**src/rtl/aib_axi_lite_pkg.sv**
```systemverilog
// Shared definitions for the AIB AXI4-Lite bridge.
// Contents:
//   frame_type_e  - 3-bit frame type codes carried in bits [78:76]
//   field offsets - bit positions and widths of every frame field
//   frame_t       - packed view of one 80-bit phy word
//   IdleFrame     - all-zero word driven whenever nothing is sent
//   make_frame    - builds a valid request word from its fields
package aib_axi_lite_pkg;

  localparam int unsigned FrameW = 80;

  typedef enum logic [2:0] {
    FtWr   = 3'b001,
    FtRd   = 3'b010,
    FtRrsp = 3'b011,
    FtBrsp = 3'b100
  } frame_type_e;

  // Field map: [79] valid, [78:76] type, [75:72] wstrb, [71:40] addr,
  // [39:8] data, [7:2] reserved zero, [1:0] resp.
  localparam int unsigned ValidBit = 79;
  localparam int unsigned TypeLsb  = 76;
  localparam int unsigned TypeW    = 3;
  localparam int unsigned StrbLsb  = 72;
  localparam int unsigned StrbW    = 4;
  localparam int unsigned AddrLsb  = 40;
  localparam int unsigned AddrW    = 32;
  localparam int unsigned DataLsb  = 8;
  localparam int unsigned DataW    = 32;
  localparam int unsigned PadLsb   = 2;
  localparam int unsigned PadW     = 6;
  localparam int unsigned RespLsb  = 0;
  localparam int unsigned RespW    = 2;

  typedef struct packed {
    logic              valid;
    frame_type_e       ftype;
    logic [StrbW-1:0]  wstrb;
    logic [AddrW-1:0]  addr;
    logic [DataW-1:0]  data;
    logic [PadW-1:0]   pad;
    logic [RespW-1:0]  resp;
  } frame_t;

  localparam frame_t IdleFrame = '0;

  function automatic frame_t make_frame(input frame_type_e      ftype,
                                        input logic [StrbW-1:0] wstrb,
                                        input logic [AddrW-1:0] addr,
                                        input logic [DataW-1:0] data);
    frame_t f;
    f.valid = 1'b1;
    f.ftype = ftype;
    f.wstrb = wstrb;
    f.addr  = addr;
    f.data  = data;
    f.pad   = '0;
    f.resp  = '0;
    return f;
  endfunction

endpackage

```
**src/rtl/aib_axi_lite_rsp_fifo.sv**
```systemverilog
// Synchronous response FIFO used on the rx side of the leader bridge.
// Ports:
//   clk_i    - clock
//   rst_ni   - synchronous active-low reset (empties the FIFO)
//   push_i   - write wdata_i; accepted when not full, or when full with a same-cycle pop
//   wdata_i  - entry to store
//   pop_i    - drop the head entry; ignored when empty
//   rdata_o  - head entry (valid while !empty_o)
//   full_o   - Depth entries stored
//   empty_o  - no entries stored
// A push into an empty FIFO shows on rdata_o/empty_o the following cycle.
module aib_axi_lite_rsp_fifo #(
  parameter int unsigned Depth = 4,
  parameter int unsigned Width = 2
) (
  input  logic             clk_i,
  input  logic             rst_ni,
  input  logic             push_i,
  input  logic [Width-1:0] wdata_i,
  input  logic             pop_i,
  output logic [Width-1:0] rdata_o,
  output logic             full_o,
  output logic             empty_o
);

  localparam int unsigned PtrW = (Depth > 1) ? $clog2(Depth) : 1;
  localparam int unsigned CntW = $clog2(Depth + 1);

  logic [Width-1:0] mem_q [Depth];
  logic [PtrW-1:0]  wr_ptr_q, rd_ptr_q;
  logic [CntW-1:0]  cnt_q;
  logic             do_push, do_pop;

  // Pointers wrap at Depth, which need not be a power of two.
  function automatic logic [PtrW-1:0] next_ptr(input logic [PtrW-1:0] p);
    return (p == PtrW'(Depth - 1)) ? '0 : p + PtrW'(1);
  endfunction

  always_comb begin
    full_o  = (cnt_q == CntW'(Depth));
    empty_o = (cnt_q == '0);
    do_pop  = pop_i & ~empty_o;
    do_push = push_i & (~full_o | do_pop);
    rdata_o = mem_q[rd_ptr_q];
  end

  always_ff @(posedge clk_i) begin
    if (!rst_ni) begin
      wr_ptr_q <= '0;
      rd_ptr_q <= '0;
      cnt_q    <= '0;
    end else begin
      if (do_push) wr_ptr_q <= next_ptr(wr_ptr_q);
      if (do_pop)  rd_ptr_q <= next_ptr(rd_ptr_q);
      case ({do_push, do_pop})
        2'b10:   cnt_q <= cnt_q + CntW'(1);
        2'b01:   cnt_q <= cnt_q - CntW'(1);
        default: cnt_q <= cnt_q;
      endcase
    end
  end

  // Storage needs no reset: entries are only observed behind cnt_q.
  always_ff @(posedge clk_i) begin
    if (do_push) mem_q[wr_ptr_q] <= wdata_i;
  end

endmodule

```
**src/rtl/aib_axi_lite_leader_packer.sv**
```systemverilog
// Leader-side AXI4-Lite bridge core.
// Acts as AXI-Lite slave to the local user, packs WR (AW+W) and RD (AR) requests into 80-bit
// phy words on tx_phy0, and unpacks RRSP/BRSP words from rx_phy0 onto the R and B channels.
// Ports:
//   clk_wr, rst_wr_n       - bridge clock, synchronous active-low reset
//   tx_online, rx_online   - link may transmit / receive (rx_phy0 ignored while rx_online=0)
//   tx_phy0                - registered request word, all-zero when idle
//   rx_phy0                - response word from the link
//   s_aw*, s_w*, s_b*      - AXI-Lite write address, write data, write response
//   s_ar*, s_r*            - AXI-Lite read address, read data
//   proto_err              - sticky flag for any dropped rx frame; cleared only by reset
// Frame fields are fixed at 32-bit address/data; PHY_WIDTH is expected to be 80.
module aib_axi_lite_leader_packer
  import aib_axi_lite_pkg::*;
#(
  parameter int unsigned ADDRWIDTH = 32,
  parameter int unsigned DATAWIDTH = 32,
  parameter int unsigned MAX_OUT   = 4,
  parameter int unsigned PHY_WIDTH = 80
) (
  input  logic                   clk_wr,
  input  logic                   rst_wr_n,
  input  logic                   tx_online,
  input  logic                   rx_online,
  output logic [PHY_WIDTH-1:0]   tx_phy0,
  input  logic [PHY_WIDTH-1:0]   rx_phy0,
  input  logic [ADDRWIDTH-1:0]   s_awaddr,
  input  logic                   s_awvalid,
  output logic                   s_awready,
  input  logic [DATAWIDTH-1:0]   s_wdata,
  input  logic [DATAWIDTH/8-1:0] s_wstrb,
  input  logic                   s_wvalid,
  output logic                   s_wready,
  output logic [1:0]             s_bresp,
  output logic                   s_bvalid,
  input  logic                   s_bready,
  input  logic [ADDRWIDTH-1:0]   s_araddr,
  input  logic                   s_arvalid,
  output logic                   s_arready,
  output logic [DATAWIDTH-1:0]   s_rdata,
  output logic [1:0]             s_rresp,
  output logic                   s_rvalid,
  input  logic                   s_rready,
  output logic                   proto_err
);

  localparam int unsigned CntW   = $clog2(MAX_OUT + 1);
  localparam int unsigned RFifoW = DataW + RespW;

  typedef enum logic [0:0] {
    StOffline = 1'b0,
    StOnline  = 1'b1
  } link_state_e;

  link_state_e     link_q;
  frame_t          tx_q, tx_d;
  logic            rr_q;  // 0: WR wins a tie, 1: RD wins a tie
  logic [CntW-1:0] rd_out_q, wr_out_q;
  logic            proto_err_q;

  logic              online;
  logic              gnt_wr, gnt_rd, wr_elig, rd_elig;
  logic              r_pop, b_pop;
  logic              r_push, b_push, rx_bad, rx_take;
  logic [TypeW-1:0]  rx_type;
  logic              r_full, r_empty, b_full, b_empty;
  logic [RFifoW-1:0] r_head;
  logic [RespW-1:0]  b_head;
  logic              unused_rx;

  // ---------------------------------------------------------------------------
  // Response FIFOs
  // ---------------------------------------------------------------------------
  aib_axi_lite_rsp_fifo #(
    .Depth (MAX_OUT),
    .Width (RFifoW)
  ) u_rd_rsp_fifo (
    .clk_i   (clk_wr),
    .rst_ni  (rst_wr_n),
    .push_i  (r_push),
    .wdata_i ({rx_phy0[DataLsb +: DataW], rx_phy0[RespLsb +: RespW]}),
    .pop_i   (r_pop),
    .rdata_o (r_head),
    .full_o  (r_full),
    .empty_o (r_empty)
  );

  aib_axi_lite_rsp_fifo #(
    .Depth (MAX_OUT),
    .Width (RespW)
  ) u_wr_rsp_fifo (
    .clk_i   (clk_wr),
    .rst_ni  (rst_wr_n),
    .push_i  (b_push),
    .wdata_i (rx_phy0[RespLsb +: RespW]),
    .pop_i   (b_pop),
    .rdata_o (b_head),
    .full_o  (b_full),
    .empty_o (b_empty)
  );

  // Request-only fields carry nothing useful on the rx side.
  assign unused_rx = ^{rx_phy0[StrbLsb +: StrbW], rx_phy0[AddrLsb +: AddrW],
                       rx_phy0[PadLsb +: PadW]};

  // ---------------------------------------------------------------------------
  // User-facing response channels
  // ---------------------------------------------------------------------------
  always_comb begin
    s_rvalid = ~r_empty;
    s_rdata  = DATAWIDTH'(r_head[RFifoW-1:RespW]);
    s_rresp  = r_head[RespW-1:0];
    s_bvalid = ~b_empty;
    s_bresp  = b_head;
    r_pop    = s_rvalid & s_rready;
    b_pop    = s_bvalid & s_bready;
  end

  // ---------------------------------------------------------------------------
  // Arbiter: a same-cycle pop frees a slot, so a full counter can still grant.
  // ---------------------------------------------------------------------------
  always_comb begin
    online  = (link_q == StOnline);
    wr_elig = online & s_awvalid & s_wvalid & ((wr_out_q < CntW'(MAX_OUT)) | b_pop);
    rd_elig = online & s_arvalid & ((rd_out_q < CntW'(MAX_OUT)) | r_pop);
    gnt_wr  = wr_elig & (~rd_elig | ~rr_q);
    gnt_rd  = rd_elig & ~gnt_wr;

    s_awready = gnt_wr;
    s_wready  = gnt_wr;
    s_arready = gnt_rd;

    if (gnt_wr) begin
      tx_d = make_frame(FtWr, StrbW'(s_wstrb), AddrW'(s_awaddr), DataW'(s_wdata));
    end else if (gnt_rd) begin
      tx_d = make_frame(FtRd, '0, AddrW'(s_araddr), '0);
    end else begin
      tx_d = IdleFrame;
    end
  end

  // ---------------------------------------------------------------------------
  // Rx decode: only RRSP/BRSP are meaningful towards the leader.
  // ---------------------------------------------------------------------------
  always_comb begin
    rx_take = rx_online & rx_phy0[ValidBit];
    rx_type = rx_phy0[TypeLsb +: TypeW];
    r_push  = 1'b0;
    b_push  = 1'b0;
    rx_bad  = 1'b0;
    if (rx_take) begin
      case (rx_type)
        FtRrsp: begin
          if ((rd_out_q == '0) || r_full) rx_bad = 1'b1;
          else                            r_push = 1'b1;
        end
        FtBrsp: begin
          if ((wr_out_q == '0) || b_full) rx_bad = 1'b1;
          else                            b_push = 1'b1;
        end
        default: rx_bad = 1'b1;
      endcase
    end
  end

  // ---------------------------------------------------------------------------
  // Link FSM, tx register, round-robin pointer, counters, error flag
  // ---------------------------------------------------------------------------
  always_ff @(posedge clk_wr) begin
    if (!rst_wr_n) begin
      link_q      <= StOffline;
      tx_q        <= IdleFrame;
      rr_q        <= 1'b0;
      rd_out_q    <= '0;
      wr_out_q    <= '0;
      proto_err_q <= 1'b0;
    end else begin
      case (link_q)
        StOffline: if (tx_online)  link_q <= StOnline;
        StOnline:  if (!tx_online) link_q <= StOffline;
        default:                   link_q <= StOffline;
      endcase

      tx_q <= tx_d;
      if (gnt_wr | gnt_rd) rr_q <= ~rr_q;

      case ({gnt_rd, r_pop})
        2'b10:   rd_out_q <= rd_out_q + CntW'(1);
        2'b01:   rd_out_q <= rd_out_q - CntW'(1);
        default: rd_out_q <= rd_out_q;
      endcase

      case ({gnt_wr, b_pop})
        2'b10:   wr_out_q <= wr_out_q + CntW'(1);
        2'b01:   wr_out_q <= wr_out_q - CntW'(1);
        default: wr_out_q <= wr_out_q;
      endcase

      if (rx_bad) proto_err_q <= 1'b1;
    end
  end

  assign tx_phy0   = PHY_WIDTH'(tx_q);
  assign proto_err = proto_err_q;

endmodule
```
**config.mk**
```make
export PLATFORM = sky130hd
export DESIGN_NAME = aib_axi_lite_leader_packer
export DESIGN_NICKNAME = d
export VERILOG_FILES = /design/src/rtl/aib_axi_lite_pkg.sv /design/src/rtl/aib_axi_lite_rsp_fifo.sv /design/src/rtl/aib_axi_lite_leader_packer.sv
export SDC_FILE = /design/constraint.sdc
export NUM_CORES = 1
export LEC_CHECK = 0
export CORE_MARGIN = 2
export CORE_UTILIZATION = 30
export DETAILED_ROUTE_END_ITERATION = 8
export PLACE_DENSITY = 0.65
export SYNTH_ARGS = -nofsm -noshare
export SYNTH_HDL_FRONTEND = slang
export SYNTH_SLANG_ARGS = --single-unit
```
**constraint.sdc**
```tcl
create_clock -name clk_wr -period 6.6 [get_ports clk_wr]
set_input_delay 1.32 -clock clk_wr [delete_from_list [all_inputs] [get_ports clk_wr]]
set_output_delay 1.32 -clock clk_wr [all_outputs]
set_load 0.01 [all_outputs]
```
; ---- After elaboration in Yosys (flattened, before gate mapping)
; Memory sizes are Yosys's and may differ from the RTL's. A register that Yosys moved wholly into a read port is not among the register bits.
; Index checks and enable logic that the tools add are counted.
[totals]
regBits = 103
mem_bits_rw = 144
in_bits = 189
output_inout_bits = 122
n_memories = 2
[memory_table]
columns = memory, depth, width, rd, rd_ports_with_merged_regs, wr, line_no
row1 = u_rd_rsp_fifo.mem_q, 4, 34, 1, 1, 1, aib_axi_lite_rsp_fifo.sv:29  ; logic [Width-1:0] mem_q [Depth];
row2 = u_wr_rsp_fifo.mem_q, 4, 2, 1, 1, 1, aib_axi_lite_rsp_fifo.sv:29
[classes]
add_sub_neg = 12
n_lt_le_gt_ge = 2
eq_ne = 16
n_mux = 29
bitwise_logic = 28
n_reduce_logical = 11
[op_table]
columns = cell, n
row1 = $mux 80, 2
row2 = $pmux 3 s2, 4
row3 = $eq 2x2->1 const B, 8
row4 = $mux 2, 8
row5 = $and 1x1->1, 14
row6 = $mux 1, 14
row7 = $add 3x1->3 const B, 4
row8 = $logic_not 3->1, 4
row9 = $sub 3x1->3 const B, 4
row10 = $eq 3x3->1 const B, 3
row11 = $add 2x1->2 const B, 4
row12 = $eq 2x1->1 const B, 4
row13 = $not 1->1, 8
row14 = $reduce_bool 2->1, 4
row15 = $lt 3x3->1 const B, 2
row16 = $or 1x1->1, 6
row17 = $eq 3x2->1 const B, 1
row18 = $logic_or 1x1->1, 2
row19 = $pmux 1 s2, 1
row20 = $reduce_or 2->1, 1

; ---- Longest topological paths before layout
; Gate-level depths: netlist (run 1).
[depth]
ltp_word = 12
ltp_mapped = 10
mapped_depth_nobuf = 10

; ---- Hierarchy
; Synthesis (run 1) repeated with hierarchy kept, for this count alone.
[hier_totals]
cells_unflattened = 610
hier_area_um2 = 9122.5
[modules_own_cells]
columns = mod, instances, cells_per_inst, area_each_um2, seq_area_each_um2
row1 = aib_axi_lite_rsp_fifo (u_rd_rsp_fifo), 1, 237, 5429.0, 4264.1
row2 = aib_axi_lite_leader_packer, 1, 307, 2910.3, 1601.5
row3 = aib_axi_lite_rsp_fifo (u_wr_rsp_fifo), 1, 66, 783.3, 420.4

; ---- Worst setup path after synthesis (run 1)
; OpenSTA, ideal clock, no wires.
[synth_path]
path_type = input -> output
start = input s_wvalid
end = output s_wready
t_arrival_ns = 2.356
required_ns = 5.280
slack_ns = 2.924
cell_stages = 4
n_path_buf = 1
path_cell_list = nand3_1 -> nor3_1 -> a21boi_0 -> buf_4
[synth_via]
elab_chain_len = 3
[synth_lines]
columns = element, line_no
row1 = start: declaration, aib_axi_lite_leader_packer.sv:32  ; input logic s_wvalid,
row2 = $and 1x1->1 (2 in a row), aib_axi_lite_leader_packer.sv:124  ; wr_elig = online & s_awvalid & s_wvalid & ((wr_out_q < CntW'(MAX_OUT)) | b_pop);
row3 = $and 1x1->1, aib_axi_lite_leader_packer.sv:126  ; gnt_wr = wr_elig & (~rd_elig | ~rr_q);
row4 = end: declaration, aib_axi_lite_leader_packer.sv:33  ; output logic s_wready,
; No other way between the ends.

; ---- Final worst setup path (run 1)
; Same ends and word-level chain as after synthesis.

==> results.ini, run 1 <==
[status]
outcome = completed

[route]
via_per_inst = 4.33
met2_length_um = 9990
ant_nets = 0
vias = 5174
routed_wl_um = 19800
dr_wl_met3_um = 1680
wl_met1_um = 7770
drtPass1Iterations = 4
avgRoutedWirePerCell_um = 16.5
drcViolationCount = 0
top_layer = met4
drt_iter0_markers = 261

[place]
dp_cells = 1145
place_congestion = 0.733
port_buffers = 259
place_hpwl_um = 13700

[yosys]
synthMuxAreaShare_pct = 9.17
ys_seq_area_share_pct = 71.1
syn_avg_cell_area_um2 = 16.9
ys.flop_type = edfxtp_1
ys_seq_elements = 242
synthXorXnorAreaFrac_pct = 0.793
synthCells = 523
synth_edf_count = 144
synth_top_family_by_area = multiplexers
synthSimpleGateAreaFrac_pct = 7.23
syn-cell-area_mm2 = 0.00884
synth-async-reset-ratio_pct = 0
synth_compound_area_share_pct = 5.45
yosys.area_share.adder_pct = 2.89
synth.distinct_cells = 39
yosysWarnings = 0

[pwr]
power_density_mw_per_mm2 = 257
internal_power_uw = 2620
vdd_drop_max_v = 0.000148
p_sw_uw = 643
p_comb_share_pct = 4.9
p_clk_share_pct = 45.6
power_switching_share_pct = 19.7
p_leak_uw = 0.00431
p_seq_share_pct = 49.5

[job]
max_cap_viol_count = 0

[sta]
finalSetupViolCount = 0
fin_crit_sh_pct = 73.5
tightest_slew_ns = 0.982
grt_setup_unrepaired = false
min_period_ns = 4.85
maxSlewViolCount = 0
relSlewSlack_pct = 34.3
fmax_mhz = 206
hold_viol = 0
fin_skew_ns = 0.0153
setup_tns_ns = 0

[cts]
cts_tree = yes
htreeDepth = 1
post_cts_resized = 0
cts.clk_slew.worst_paths_ns = 0.06
cts-buffers-inserted = 27
clockBufferDepth = 3
holdBufCountCts = 0
root_buffer = clkbuf_16
post_cts_buffers = 0
clk_latency_ns = 0.53
clock_sinks = 242

[floorplan]
core_area_mm2 = 0.0289
die_w_um = 176
die_height_um = 176
dieArea_mm2 = 0.0309
initial_utilization_pct = 30.6
row_count = 62
ios = 311

[cells_and_area]
final_common_cell = clkdlybuf4s50_1
fin_cells = 1196
seq_area_mm2 = 0.00629
layout-drive-gt1-share_pct = 12.2
multi_input_area_mm2 = 0.00230
most-common-layout-cells = clkdlybuf4s50_1, edfxtp_1, dfxtp_1, and2_1, mux4_2
final_nets = 997
flow.area_growth_from_synthesis_pct = 43.5
fillers = 2639

[min_path]
hp-class = flop to flop

[critical_path]
cp_slowest_stage_delay_ns = 0.66
crit_path_frequent_cell = clkdlybuf4s50_1
cp_top_family = buffers and inverters
crit_slowest_cell = clkdlybuf4s50_1
crit_path_end_kind = primary output
cp-start-kind = primary input
crit_required_ns = 5.28
worst-path-buf-inv = 2
cp_cell_sequence = clkdlybuf4s50_1 -> nand3_1 -> nor3_1 -> a21boi_0 -> clkdlybuf4s50_1
crit_arrival_ns = 3.53
crit_fanout = 4
crit_type = primary input to primary output

[global_route]
grt_overflow_total = 0
antenna_found_initial = 1
grt_pass1_vias = 5399
grt_max_degree = 70
globalRouteTotalUtil_pct = 12.5
grt_pass1_wl_um = 29800

## Yosys cell counts (all sizes together), types with 6 or more instances
cell | instances | area (um2)
edfxtp | 144 | 4320
dfxtp | 98 | 1960
and2 | 53 | 332
mux4 | 36 | 811
a22o | 32 | 280
buf | 23 | 174
inv | 22 | 82.6
nand2 | 15 | 56.3
ha | 14 | 175
o21ai | 13 | 65.1
a21boi | 9 | 78.8
clkbuf | 9 | 35.0
or3 | 8 | 50.1
nor3 | 7 | 35.0
nand3 | 6 | 30.0
## through the flow
step / area [um2] / hold slack, ns / total power [uW] / util, % / setup WS (ns)
6_report: 12700 / 0.475 / 3260 / 43.9 / 1.75
5_1_grt: 12700 / 0.518 / 3370 / 43.9 / 1.58
4_1_cts: 12700 / 0.477 / 3310 / 43.9 / 1.70
3_5_place_dp: 11800 / 0.458 / 1810 / 40.8 / 1.73
3_3_place_gp: 11800 / 0.454 / 1800 / 40.8 / 1.72
2_1_floorplan: 8870 / 0.467 / 1690 / - / 2.92
## worst reg2reg max path, cell delays in order (launching register included)
cell and delay, ns:
dfxtp_1 0.35, o31ai_4 0.39, a21oi_4 0.14, a21boi_0 0.52, inv_1 0.11, ha_1 0.24
inv_1 0.07, fa_1 0.17, xor2_1 0.07, or3_1 0.30, a21boi_0 0.16
## path summary, 6_finish.rpt
check             cells past startpoint  slack (ns)                                start                       end
setup / recovery                      5        1.75                             s_wvalid                  s_wready
hold / removal                        1        0.48               proto_err$_SDFFE_PN0P_    proto_err$_SDFFE_PN0P_
setup reg to reg                     10        3.99  u_rd_rsp_fifo.cnt_q[2]$_SDFFE_PN0P_  wr_out_q[2]$_SDFFE_PN0P_
hold reg to reg                       1        0.48               proto_err$_SDFFE_PN0P_    proto_err$_SDFFE_PN0P_
## state kept, by name, summed over array words and instances, names as in the netlist, 2 cells and up, named ones only
register	count
tx_phy0	71
wr_out_q	3
u_wr_rsp_fifo.wr_ptr_q	2
u_rd_rsp_fifo.mem_q	136
u_wr_rsp_fifo.cnt_q	3
u_wr_rsp_fifo.mem_q	8
u_rd_rsp_fifo.wr_ptr_q	2
u_rd_rsp_fifo.cnt_q	3
rd_out_q	3
u_rd_rsp_fifo.rd_ptr_q	2
u_wr_rsp_fifo.rd_ptr_q	2
## logic make-up after synthesis
family	count (synthesis)
compound gates	59
xor+xnor	8
fa+ha+maj	18
buf+inv	54
flops	242
mux	36
other cells	1
simple gates	105
## metal layers
layer / global-route usage (%) / up-vias
li1: - / 2462
met1: 14.3 / 2478
met2: 22.4 / 204
met3: 3.98 / 30
met4: 3.55 / 0
met5: 0 / -
## cell type report
type / count / share of cell area (%)
timing repair buffer: 262 / 20.6
inverter: 22 / 0.651
multi-input combinational: 235 / 18.1
clock buffer: 44 / 6.84
tap: 384 / 3.79
sequential: 242 / 49.6
clock inverter: 6 / 0.375
antenna: 1 / 0.0197
## power groups by stage
stage               combinational (uW)  sequential [uW]  clock, uW
floorplan                         35.8             1650          0
global placement                   158             1650          0
detailed placement                 160             1650          0
CTS                                161             1610       1530
global route                       170             1610       1590
finish                             158             1610       1490
Note: power is estimated with default switching activity, not from simulation.
==> run 2, diff against run 1 <==
==> constraint.sdc (replaced) <==
create_clock -name clk_wr -period 4.6 [get_ports clk_wr]
set_input_delay 0.92 -clock clk_wr [delete_from_list [all_inputs] [get_ports clk_wr]]
set_output_delay 0.92 -clock clk_wr [all_outputs]
set_load 0.01 [all_outputs]
==> run 2 against run 1 <==
  * First-iteration DRC count down 26%
  * Via count unchanged
  * Clock-buffer cell count down 10
  * Design area unchanged
  * Power up 41%
  * Highest routed layer unchanged
  * Sequential power up 44%
==> results.ini, run 2 (same netlist as run 1, synthesis figures left out) <==
[floorplan]
die_height_um = 176
initial_utilization_pct = 30.6
dieArea_mm2 = 0.0309
row_count = 62
ios = 311
die_w_um = 176
core_area_mm2 = 0.0289

[critical_path]
crit_arrival_ns = 3.01
crit_required_ns = 3.68
cp-start-kind = primary input
crit_path_end_kind = primary output
rr_worst_depth = 11
crit_fanout = 4
timing.reg2reg.setup_slack_ns = 1.99
crit_type = primary input to primary output

[place]
port_buffers = 259
place_hpwl_um = 13800
place_congestion = 0.724

[route]
ant_nets = 0
drt_iter0_markers = 194
avgRoutedWirePerCell_um = 16.7
vias = 5174
drtPass1Iterations = 4
routed_wl_um = 20000
via_per_inst = 4.32
drcViolationCount = 0

[cells_and_area]
layout-drive-gt1-share_pct = 12.1
final_common_cell = clkdlybuf4s50_1
final_nets = 1003
diodes = 0
flow.area_growth_from_synthesis_pct = 43.5
top_register = u_rd_rsp_fifo.mem_q
fillers = 2626
largest_reg_flops = 136
final_util_pct = 43.9
most-common-layout-cells = clkdlybuf4s50_1, edfxtp_1, dfxtp_1, and2_1, mux4_2

[sta]
hold_viol = 0
grt_setup_unrepaired = false
fmax_mhz = 255
min_period_ns = 3.93
maxSlewViolCount = 0
finalSetupViolCount = 0
fin_crit_sh_pct = 85.4
relSlewSlack_pct = 38.2
setup_tns_ns = 0
fin_skew_ns = 0.00787
tightest_slew_ns = 0.928

[global_route]
globalRouteTotalUtil_pct = 12.7
antenna_found_initial = 0
grt_pass1_vias = 5524
met1_usage_pct = 14.4
grt_max_degree = 70
grt-busiest-layer = met2
use_met2_pct = 23.2
grt_pass1_wl_um = 30300
grt_overflow_total = 0
grtUsageMet3_pct = 4.09

[pwr]
p_seq_share_pct = 50.4
p_comb_share_pct = 4.9
p_leak_uw = 0.00431
power_switching_share_pct = 19.5
vdd_drop_max_v = 0.000241
p_clk_share_pct = 44.7
power_density_mw_per_mm2 = 362
p_sw_uw = 895
internal_power_uw = 3700

[cts]
cts-buffers-inserted = 27
clockBufferDepth = 3
post_cts_resized = 0
clock_sinks = 242
root_buffer = clkbuf_16
htreeDepth = 1
holdBufCountCts = 0
post_cts_buffers = 0
cts.clk_slew.worst_paths_ns = 0.06
cts_tree = yes
clk_latency_ns = 0.51

[min_path]
hold_depth = 1
hp-class = flop to flop

[job]
max_cap_viol_count = 0

[status]
outcome = completed

## run 2: per-stage QoR
step	worst slack (ns)	hold WS, ns	power (uW)	cell area (um2)	instances
after floorplan	1.72	0.467	2420	8870	531
after global placement	0.737	0.454	2590	11800	1151
after detailed placement	0.699	0.463	2590	11800	1151
after CTS	0.678	0.489	4680	12700	1199
after global routing	0.563	0.506	4770	12700	1199
final	0.671	0.486	4590	12700	1199
## run 2: layout make-up
cell class	instances	area, um2	area share, %
Sequential cell	242	6290	49.6
Timing Repair Buffer	268	2670	21.1
Multi-Input combinational cell	235	2300	18.1
Clock buffer	34	733	5.78
Tap cell	384	480	3.79
Clock inverter	14	126	0.997
Inverter	22	82.6	0.651
## run 2: critical path, stage by stage
cell             delay (ns)
clkdlybuf4s50_1        0.50
nand3_1                0.16
nor3_1                 0.36
a21boi_0               0.36
buf_4                  0.18
clkdlybuf4s50_1        0.53
## run 2: power by group through the flow
stage / Combinational (uW) / Clock (uW) / Sequential, uW
CTS: 230 / 2130 / 2310
global placement: 227 / 0 / 2360
detailed placement: 229 / 0 / 2360
global route: 245 / 2210 / 2320
floorplan: 51.4 / 0 / 2370
finish: 227 / 2050 / 2320
## run 2: path summary, 6_finish.rpt
kind | end | from
min | proto_err$_SDFFE_PN0P_ | proto_err$_SDFFE_PN0P_
min reg2reg | proto_err$_SDFFE_PN0P_ | proto_err$_SDFFE_PN0P_
max reg2reg | wr_out_q[2]$_SDFFE_PN0P_ | u_wr_rsp_fifo.cnt_q[0]$_SDFFE_PN0P_
max | s_wready | s_wvalid
## run 2: layer usage
layer / vias up / wire length, um
li1: 2476 / -
met1: 2452 / 7790
met2: 222 / 10200
met3: 24 / 1740
met4: 0 / 278
met5: - / 0
